**src/rtl/async_fifo_rd_ctrl.sv**
```systemverilog
`default_nettype none
// ============================================================================
// Module  : async_fifo_rd_ctrl
// Brief   : Read-side controller of an asynchronous FIFO with a 2-entry
//           prefetch buffer presenting a valid/ready stream.
// Revision: 1.0 - initial release
// ============================================================================
module async_fifo_rd_ctrl #(
    parameter int ADDR_WIDTH    = 4,
    parameter int DATA_WIDTH    = 8,
    parameter int AEMPTY_THRESH = 2
) (
    input  logic                  rd_clk,
    input  logic                  rd_rst_n,
    input  logic [ADDR_WIDTH:0]   wrptr_sync,
    input  logic [DATA_WIDTH-1:0] mem_rdata,
    output logic                  mem_rd_en,
    output logic [ADDR_WIDTH-1:0] mem_raddr,
    output logic [ADDR_WIDTH:0]   rd_ptr_gray,
    output logic                  m_valid,
    output logic [DATA_WIDTH-1:0] m_data,
    input  logic                  m_ready,
    output logic                  empty,
    output logic                  aempty,
    output logic [ADDR_WIDTH:0]   rd_level
);

    localparam logic [ADDR_WIDTH:0] c_AEMPTY_THRESH = (ADDR_WIDTH+1)'(AEMPTY_THRESH);
    localparam logic [ADDR_WIDTH:0] c_PTR_ONE       = (ADDR_WIDTH+1)'(1);

    typedef enum logic [1:0] {
        OCC_ZERO = 2'd0,
        OCC_ONE  = 2'd1,
        OCC_TWO  = 2'd2
    } occ_t;

    occ_t                  r_occ;
    logic                  r_in_flight;
    logic                  r_active;
    logic [ADDR_WIDTH:0]   r_rd_bin;
    logic [DATA_WIDTH-1:0] r_tail;

    logic [ADDR_WIDTH:0]   w_wr_bin;
    logic [ADDR_WIDTH:0]   w_rd_bin_nxt;
    logic                  w_pop;
    logic [2:0]            w_committed;
    logic [2:0]            w_budget;

    // Bit i of the binary value is the XOR of all Gray bits at or above i.
    always_comb begin
        w_wr_bin = '0;
        for (int i = 0; i <= ADDR_WIDTH; i++) begin
            w_wr_bin[i] = ^(wrptr_sync >> i);
        end
    end

    assign rd_level     = w_wr_bin - r_rd_bin;
    assign empty        = (rd_level == '0);
    assign aempty       = (rd_level <= c_AEMPTY_THRESH);
    assign mem_raddr    = r_rd_bin[ADDR_WIDTH-1:0];
    assign w_rd_bin_nxt = r_rd_bin + c_PTR_ONE;

    // A fetch is allowed only if buffered + in-flight words, after this
    // cycle's pop, still leave a free slot for the returning word.
    assign w_pop       = m_valid && m_ready;
    assign w_committed = {1'b0, r_occ} + {2'b00, r_in_flight};
    assign w_budget    = 3'd2 + {2'b00, w_pop};
    assign mem_rd_en   = r_active && !empty && (w_committed < w_budget);

    always_ff @(posedge rd_clk or negedge rd_rst_n) begin
        if (!rd_rst_n) begin
            r_active    <= 1'b0;
            r_in_flight <= 1'b0;
            r_rd_bin    <= '0;
            rd_ptr_gray <= '0;
            r_occ       <= OCC_ZERO;
            r_tail      <= '0;
            m_valid     <= 1'b0;
            m_data      <= '0;
        end else begin
            r_active    <= 1'b1;
            r_in_flight <= mem_rd_en;
            if (mem_rd_en) begin
                r_rd_bin    <= w_rd_bin_nxt;
                rd_ptr_gray <= w_rd_bin_nxt ^ (w_rd_bin_nxt >> 1);
            end

            case (r_occ)
                OCC_ZERO: begin
                    if (r_in_flight) begin
                        m_data  <= mem_rdata;
                        m_valid <= 1'b1;
                        r_occ   <= OCC_ONE;
                    end
                end
                OCC_ONE: begin
                    case ({w_pop, r_in_flight})
                        2'b11: m_data <= mem_rdata;
                        2'b10: begin
                            m_valid <= 1'b0;
                            r_occ   <= OCC_ZERO;
                        end
                        2'b01: begin
                            r_tail <= mem_rdata;
                            r_occ  <= OCC_TWO;
                        end
                        default: ;
                    endcase
                end
                OCC_TWO: begin
                    // No fetch is ever outstanding while both slots are full.
                    if (w_pop) begin
                        m_data <= r_tail;
                        if (r_in_flight) begin
                            r_tail <= mem_rdata;
                        end else begin
                            r_occ <= OCC_ONE;
                        end
                    end
                end
                default: begin
                    m_valid <= 1'b0;
                    r_occ   <= OCC_ZERO;
                end
            endcase
        end
    end

endmodule
`default_nettype wire
```
**config.mk**
```make
export PLATFORM = sky130hd
export DESIGN_NAME = async_fifo_rd_ctrl
export DESIGN_NICKNAME = d
export VERILOG_FILES = /design/src/rtl/async_fifo_rd_ctrl.sv
export SDC_FILE = /design/constraint.sdc
export NUM_CORES = 1
export LEC_CHECK = 0
export ABC_AREA = 1
export BUFFER_PORTS_ARGS = -buffer_cell sky130_fd_sc_hd__buf_2
export CAP_MARGIN = 30
export CELL_PAD_IN_SITES_DETAIL_PLACEMENT = 0
export CELL_PAD_IN_SITES_GLOBAL_PLACEMENT = 1
export CORE_AREA = 2 2 71 73
export DETAILED_ROUTE_END_ITERATION = 10
export DIE_AREA = 0 0 73 75
export PLACE_DENSITY = 0.8
export SLEW_MARGIN = 40
export SYNTH_ARGS = -nofsm -noshare
export SYNTH_HDL_FRONTEND = slang
export SYNTH_SLANG_ARGS = --single-unit
```
**constraint.sdc**
```tcl
create_clock -name rd_clk -period 3.3 [get_ports rd_clk]
set_input_delay 0.33 -clock rd_clk [delete_from_list [all_inputs] [get_ports rd_clk]]
set_output_delay 0.33 -clock rd_clk [all_outputs]
set_load 0.1 [all_outputs]
```
==> results.md <==
* GRT Total Usage at 15.68%
* CP endpoint kind: output pin
* Unique cell type count in the Yosys netlist at 29
* Layout Utilization at 46.77%
* Async SR Flop Fraction at between 90% and 100%
* IO Count at 42
* DR pass1 iterations at 4
* Fin crit period at just over 3 ns
* CTS resizes at 0
* Clk buf depth at 2
* Vias at 1498
* Post-Syn Area at between 1500 and 2000 sq um
* EDFF count, synth at 0
* Largest net degree at the start of global routing at 31
* Gr ovfl total at 0
* P&R area growth vs syn at 17.94%
* Vias in the first global route at 1459
* Area contributors post-synth: dfrtp_1 41%, nand2_1 8.7%, inv_1 5.5%
* Clk root buf: clkbuf_8
* Final WL at 3.716 mm
* First-pass GRT wire length at 6.499 mm
* Share of the synthesized area in the top cell type at between 40% and 50%
* Area of the die at about 5500 sq um
* CP Launch Type: input pin
* Uppermost routed layer: met4
* Main flop type after synthesis: dfrtp_1
* WP data required at 2.97 ns
* Die Span Y at 75 um
* Crit-path max FO at 10
* Setup TNS at 0 ns
* Mapped Cells at 211
* WL per Instance at 12.03 um
* Skew final at 0.008819 ns
* DPL Wire Length at 2.735 mm
* Row cnt at 25
* Slew HR at 51.36%
* Most frequent cell after synthesis: nand2_1
* Port bufs at 41
* Fin area at 2180 sq um
* Sink Count at 30
* Hold Buf Count CTS at 0
* Core Area at 4661 sq um
* # H-tree levels at 2
* Reg2Reg Launch Point: r_rd_bin[0]
* FMAX at 0.3257 GHz
* Post-CTS setup buffer count at 0
* Post-synth top cells: 43 x nand2_1, 30 x dfrtp_1, 27 x inv_1
* Cell Area, Placed at approximately 2100 sq um
* Seq cells post-synth at 30
* # setup viols final at 0
* Initial antenna violation count at 0
* CTS tree: done
* Mean number of vias per cell at 4.848
* Met2 WL post-DR at 1.809 mm
* CP Class: input pin to output pin
* Mapped Nets at approximately 240
* Total CTS buffers at 5
* Worst Hold Class: input pin to async pin
* Worst path arrival time at 2.74 ns
* Register area share after synthesis at 40.62%
* Avg Cell Area, Syn at 8.758 sq um
* DRT iter0 DRCs at slightly below 80
* Status: finished clean
* Critical path startpoint: wrptr_sync[4]
* Clock Latency Late Sink at 0.28 ns
* Dominant cell type by area after synthesis: dfrtp_1
* Max_cap viols at 0
* Fin. max-slew vios at 0
* CTS clk-pin slew, worst paths at 0.07 ns
* Syn. warnings at 0
* Width of the chip at 73 um
* Initial Utilization at 39.65%
* Antenna diode count at 0
* Routability cong. at 0.8704
* Met3 routed WL at 175 um
* Share of layout cells above drive strength 1 at between 30% and 40%
* ANT nets after route at 0
* Layout Nets at 278
* Least-Margin Pin Slew at 0.7296 ns
* Post-route DRC at 0
* Worst reg-to-reg path cell count at 8
* Hold Vio Cnt, Final at 0
* RSZ-0062 raised after global routing: no
* Tcrit/Tclk final at 93.03%
* WL met1 at 1.683 mm
## critical path, stage by stage
cell	delay, ns
buf_2	0.12
xor2_2	0.21
xor2_2	0.24
xor2_1	0.18
ha_1	0.16
inv_1	0.07
fa_2	0.35
xnor2_1	0.36
nand4_4	0.16
nand2_4	0.16
clkinvlp_4	0.10
buf_2	0.29
## metrics by stage
stage	setup slack [ns]	instances	hold WS [ns]
6_report	0.2300	309	0.08857
2_1_floorplan	0.002757	211	0.03441
4_1_cts	0.2026	309	0.1124
3_5_place_dp	0.2235	301	0.4266
3_3_place_gp	0.2963	301	0.4254
5_1_grt	0.03430	309	0.1426
## registers in the layout, indices dropped and copies added (netlist names)
| register | cells |
|---|---|
| m_data | 8 |
| m_valid | 1 |
| r_active | 1 |
| r_in_flight | 1 |
| r_occ | 2 |
| r_rd_bin | 4 |
| r_tail | 8 |
| rd_ptr_gray | 5 |
## logic make-up after synthesis
group,after synthesis,synth area share (%)
simple gates,95,26.54
compound gates,28,10.22
flops,30,40.62
other cells,1,0.2029
buf+inv,37,9.682
fa+ha+maj,8,5.822
xor+xnor,12,6.906
## worst paths after layout
check,to,slack [ns]
worst min register to register,rd_ptr_gray[2],0.47
min in group rd_clk,r_tail[6],0.26
worst min-delay path,r_rd_bin[0],0.09
worst max register to register,r_rd_bin[3],1.24
worst max-delay path,mem_rd_en,0.23
max in group asynchronous,r_rd_bin[1],2.73
## layout by cell type, fill, tap and decap left out, drive strengths merged, types with 2 or more instances in the layout
cell / n
clkbuf: 6
nor2: 15
dfrtp: 30
ha: 7
buf: 43
xnor2: 5
xor2: 7
inv: 29
clkinv: 2
nand3: 27
nand2: 50
o21ai: 14
a31oi: 8
a21oi: 3
## cell type report
cell class	instances	area (sq um)
Tap cell	54	67.56
Multi-Input combinational cell	144	924.6
Sequential cell	30	753.2
Fill cell	476	2481
Inverter	30	116.4
Clock buffer	6	72.57
Timing Repair Buffer	43	235.2
Clock inverter	2	10.01
## layer usage
metal | GRT usage (%) | vias up
met5 | 0 | -
met1 | 19.15 | 693
met4 | 6.790 | 0
li1 | - | 763
met3 | 3.748 | 6
met2 | 26.53 | 36
Power is not shown: default switching activity piles up to over one toggle a cycle in this logic, so the estimate is an artifact.
